### src/rtl/mux4_rr_arbiter.sv
// mux4_rr_arbiter: round-robin arbiter for a 4:1 mux with per-owner grant quantum and a break-before-make gap
module mux4_rr_arbiter #(
    parameter int QUANTUM = 8
) (
    input  logic       clk,
    input  logic       rst,
    input  logic       en,
    input  logic [3:0] req,
    output logic [3:0] gnt,
    output logic [1:0] s,
    output logic       enbl,
    output logic       busy
);
    typedef enum logic [1:0] {IDLE, GRANT, GAP} state_t;

    localparam logic [3:0] LAST = 4'(QUANTUM - 1);

    state_t     state;
    logic [1:0] ptr;
    logic [1:0] owner;
    logic [3:0] cnt;
    logic [1:0] win;
    logic       done;

    // first requester at or after ptr, scanning upward modulo 4
    always_comb begin
        win = ptr;
        for (int k = 3; k >= 0; k--)
            win = req[ptr + 2'(k)] ? ptr + 2'(k) : win;
        done = !req[owner] || cnt == LAST || !en;
    end

    // arbitration FSM with registered mux controls; s keeps the last owner while idle
    always_ff @(posedge clk) begin
        if (rst) begin
            state <= IDLE;
            ptr   <= '0;
            owner <= '0;
            cnt   <= '0;
            gnt   <= '0;
            s     <= '0;
            enbl  <= 1'b0;
            busy  <= 1'b0;
        end else if (state == GRANT) begin
            if (done) begin
                state <= GAP;
                ptr   <= owner + 2'd1;
                gnt   <= '0;
                enbl  <= 1'b0;
                busy  <= 1'b0;
            end else begin
                cnt <= cnt + 4'd1;
            end
        end else if (en && req != 4'd0) begin
            state <= GRANT;
            owner <= win;
            cnt   <= '0;
            gnt   <= 4'b0001 << win;
            s     <= win;
            enbl  <= 1'b1;
            busy  <= 1'b1;
        end else begin
            state <= IDLE;
            gnt   <= '0;
            enbl  <= 1'b0;
            busy  <= 1'b0;
        end
    end
endmodule

### config.mk
export PLATFORM = sky130hd
export DESIGN_NAME = mux4_rr_arbiter
export DESIGN_NICKNAME = d
export VERILOG_FILES = /design/src/rtl/mux4_rr_arbiter.sv
export SDC_FILE = /design/constraint.sdc
export NUM_CORES = 1
export LEC_CHECK = 0
export BUFFER_PORTS_ARGS = -buffer_cell sky130_fd_sc_hd__buf_4
export CAP_MARGIN = 0
export CORE_MARGIN = 1.5
export CORE_UTILIZATION = 45
export CTS_BUF_LIST = sky130_fd_sc_hd__clkbuf_2 sky130_fd_sc_hd__clkbuf_4 sky130_fd_sc_hd__clkbuf_8
export DETAILED_ROUTE_END_ITERATION = 12
export GPL_TIMING_DRIVEN = 1
export PLACE_DENSITY = 0.64
export SYNTH_ARGS = -nofsm -noshare
export SYNTH_HDL_FRONTEND = slang
export SYNTH_SLANG_ARGS = --single-unit
### constraint.sdc
create_clock -name clk -period 2.01 [get_ports clk]
set_input_delay 0.201 -clock clk [delete_from_list [all_inputs] [get_ports clk]]
set_output_delay 0.201 -clock clk [all_outputs]
set_load 0.02 [all_outputs]
==> results.json <==
{
  "pin_count": 15,
  "cts_hold_buf": 0,
  "grt_pass1_wl_um": 2221,
  "setup-tns-final_ns": 0,
  "timing_worst_setup_path_type": "reg -> reg",
  "cts_tree": "yes",
  "swShare_pct": 27.25,
  "comb_power_share_pct": 17.1,
  "synth.mux.area_fraction_pct": 6.039,
  "grt_setup_unrepaired": "no",
  "p_leak_nw": 0.3427,
  "crit_fanout": 10,
  "p_clk_share_pct": 33.9,
  "intPower_mw": 0.4483,
  "area_delta_synth_final_pct": 18.12,
  "diodes": 0,
  "cts_buffer_depth": 2,
  "io_buffers": 14,
  "clockRootBuffer": "clkbuf_4",
  "drtAntennaViolNets": 0,
  "globalplace.congestion": 0.8630,
  "postCtsSetupBuffers": 0,
  "yosys.area_share.simple_pct": 29.48,
  "cts.sinks": 14,
  "highest-signal-layer": "met4",
  "vias": 594,
  "ys_seq_area_share_pct": 39.79,
  "fmax_mhz": 566.4,
  "viasPerCell": 5.551,
  "syn_inst": 77,
  "grt_util_all_layers_pct": 17.11,
  "pwr-share-seq_pct": 49.0,
  "power-per-cell-area_nw_per_um2": 740.5,
  "drt-total-wl_um": 1407,
  "instances_no_fill": 107,
  "worst_setup_path_end_kind": "flip-flop",
  "grt_max_degree": 15,
  "cts_resized": 0,
  "worst_clock_skew_ns": 0.003769,
  "fill_cells": 135,
  "die_w_um": 42.57,
  "coreArea_um2": 1489,
  "wire_per_inst_um": 13.15,
  "antenna_found_initial": 0,
  "yosys.area_share.xor_xnor_pct": 3.730,
  "peakVddDrop_v": 0.0003257,
  "wl_met1_um": 679,
  "synth_top_family_by_area": "simple AND/OR/NAND/NOR gates",
  "synth.distinct_cells": 35,
  "drv_slew": 0,
  "syn-num-nets": 85,
  "cap_violations": 0,
  "avgSynthCellArea_um2": 9.148,
  "setup_viol": 0,
  "die_h_um": 42.57,
  "hpwl_um": 993.4,
  "synth_area_um2": 704.4,
  "worst_setup_path_start_kind": "flip-flop",
  "grt_pass1_vias": 504,
  "fin_crit_sh_pct": 87.84,
  "total_power_mw": 0.6161,
  "required_ns": 2.19,
  "clk_pin_slew_ns": 0.09,
  "ys_ff_latch": 14,
  "start_util_pct": 47.31,
  "worstPathArrival_ns": 1.95,
  "drtIter0Drc": 11,
  "synthAdderAreaFrac_pct": 1.776,
  "routed-wl-met3_um": 63,
  "yosysWarnings": 0,
  "nNetsFinal": 100,
  "worst_pin_slew_ns": 0.3500,
  "dr_wl_met2_um": 624,
  "synth_compound_gate_area_share_pct": 13.32,
  "relSlewSlack_pct": 76.56,
  "num_rows": 14,
  "outcome": "completed",
  "numPlacedInstances": 103,
  "clock_latency_ns": 0.29,
  "htreeDepth": 1,
  "first_pass_iters": 4,
  "finalHoldViolCount": 0,
  "switching_power_mw": 0.1679,
  "cts_made_buffers": 3,
  "fin_hold_ws_ns": 0.1671,
  "die-area_um2": 1812,
  "overflow": 0,
  "holdCritPathClass": "in -> reg",
  "drc_errors": 0,
  "min_period_ns": 1.766,
  "final_core_util_pct": 55.88,
  "drive_gt1_share_pct": 26.37
}
## power groups by stage
stage               sequential [mW]  clock, mW  combinational (mW)
global route                  0.304      0.224               0.113
floorplan                     0.315          0              0.0642
CTS                           0.302      0.213               0.105
finish                        0.302      0.209               0.105
global placement              0.308          0               0.104
detailed placement            0.308          0               0.105
## cell families after synthesis
group	Yosys count
compound gates	15
xor+xnor	3
fa+ha+maj	1
buf+inv	6
flops	14
mux	3
simple gates	35
## final timing paths
path / from / end / slack (ns) / depth (start not counted)
worst max-delay path: owner[1] / cnt[3] / 0.24 / 5
worst min-delay path: rst / cnt[1] / 0.17 / 2
worst max register to register: owner[1] / cnt[3] / 0.24 / 5
worst min register to register: gnt[1] / gnt[1] / 0.47 / 2
## cells in the mapped netlist (all sizes together)
| library cell | instances | area [µm²] |
|---|---|---|
| nand2b | 2 | 12.51 |
| inv | 2 | 7.510 |
| nor3 | 3 | 20.02 |
| o211a | 1 | 10.01 |
| a211o | 1 | 8.760 |
| nor2 | 8 | 32.54 |
| a31oi | 1 | 6.260 |
| o21ai | 2 | 10.01 |
| mux4 | 1 | 22.52 |
| a22oi | 1 | 7.510 |
| nand3 | 1 | 5.000 |
| xnor2 | 1 | 8.760 |
| nand4 | 2 | 18.77 |
| or4 | 2 | 18.77 |
| nand3b | 2 | 15.01 |
| dfxtp | 14 | 280.3 |
| nand4b | 1 | 8.760 |
| and3 | 1 | 6.260 |
| and3b | 1 | 8.760 |
| nand2 | 7 | 26.28 |
| xor2 | 2 | 17.52 |
| ha | 1 | 12.51 |
| a21oi | 8 | 43.79 |
| clkbuf | 1 | 3.750 |
| mux2i | 2 | 20.02 |
| buf | 3 | 30.03 |
| and4b | 1 | 10.01 |
| nor2b | 4 | 25.02 |
| a211oi | 1 | 7.510 |
## per-stage QoR
| stage | setup WS (ns) | area [µm²] |
|---|---|---|
| 2_1_floorplan | 0.2365 | 704.4 |
| 6_report | 0.2443 | 832.0 |
| 3_3_place_gp | 0.3157 | 795.8 |
| 4_1_cts | 0.2524 | 832.0 |
| 5_1_grt | 0.1572 | 832.0 |
| 3_5_place_dp | 0.2528 | 795.8 |
## worst max-delay path: stages (launching register included)
cell	delay, ns
dfxtp_1	0.43
mux4_2	0.54
and4b_1	0.32
nand4_2	0.14
xor2_1	0.17
nor3_2	0.05
## state kept, by name (all words and copies together), names as in the netlist
signal	flops
cnt	4
gnt	4
owner	2
ptr	2
state	2
## final cells by class
cell class | instances | area [µm²] | area share, %
clock buffers | 4 | 36.28 | 4.361
inverters | 2 | 7.507 | 0.9023
multi-input cells | 57 | 382.9 | 46.02
flip-flops and latches | 14 | 280.3 | 33.68
well taps | 16 | 20.02 | 2.406
repair buffers | 14 | 105.1 | 12.63
## metal layers
| metal | GRT usage, % | vias up |
|---|---|---|
| met2 | 24.31 | 13 |
| met5 | 0 | - |
| met3 | 5.172 | 4 |
| li1 | - | 303 |
| met4 | 13.13 | 0 |
| met1 | 21.33 | 274 |
## placed cells by master, fill, tap and decap left out
cell type	n
and4b_1	1
o211a_1	1
mux4_2	1
clkbuf_8	1
nand2_1	7
xor2_1	2
clkbuf_4	3
and3b_1	1
a211oi_1	1
mux2i_1	2
nor2_1	7
nand3b_1	2
ha_1	1
dfxtp_1	14
a211o_1	1
or4_1	1
a31oi_1	1
nand4b_1	1
nor3_2	1
nor2_2	1
buf_4	14
nand2b_1	2
a21oi_1	7
nand3_1	1
a22oi_1	1
nor3_1	2
nand4_1	1
and3_1	1
a21oi_2	1
nor2b_1	4
inv_1	2
xnor2_1	1
o21ai_0	2
nand4_2	1
or4_4	1
No activity file was read; power rests on OpenSTA's default activity.
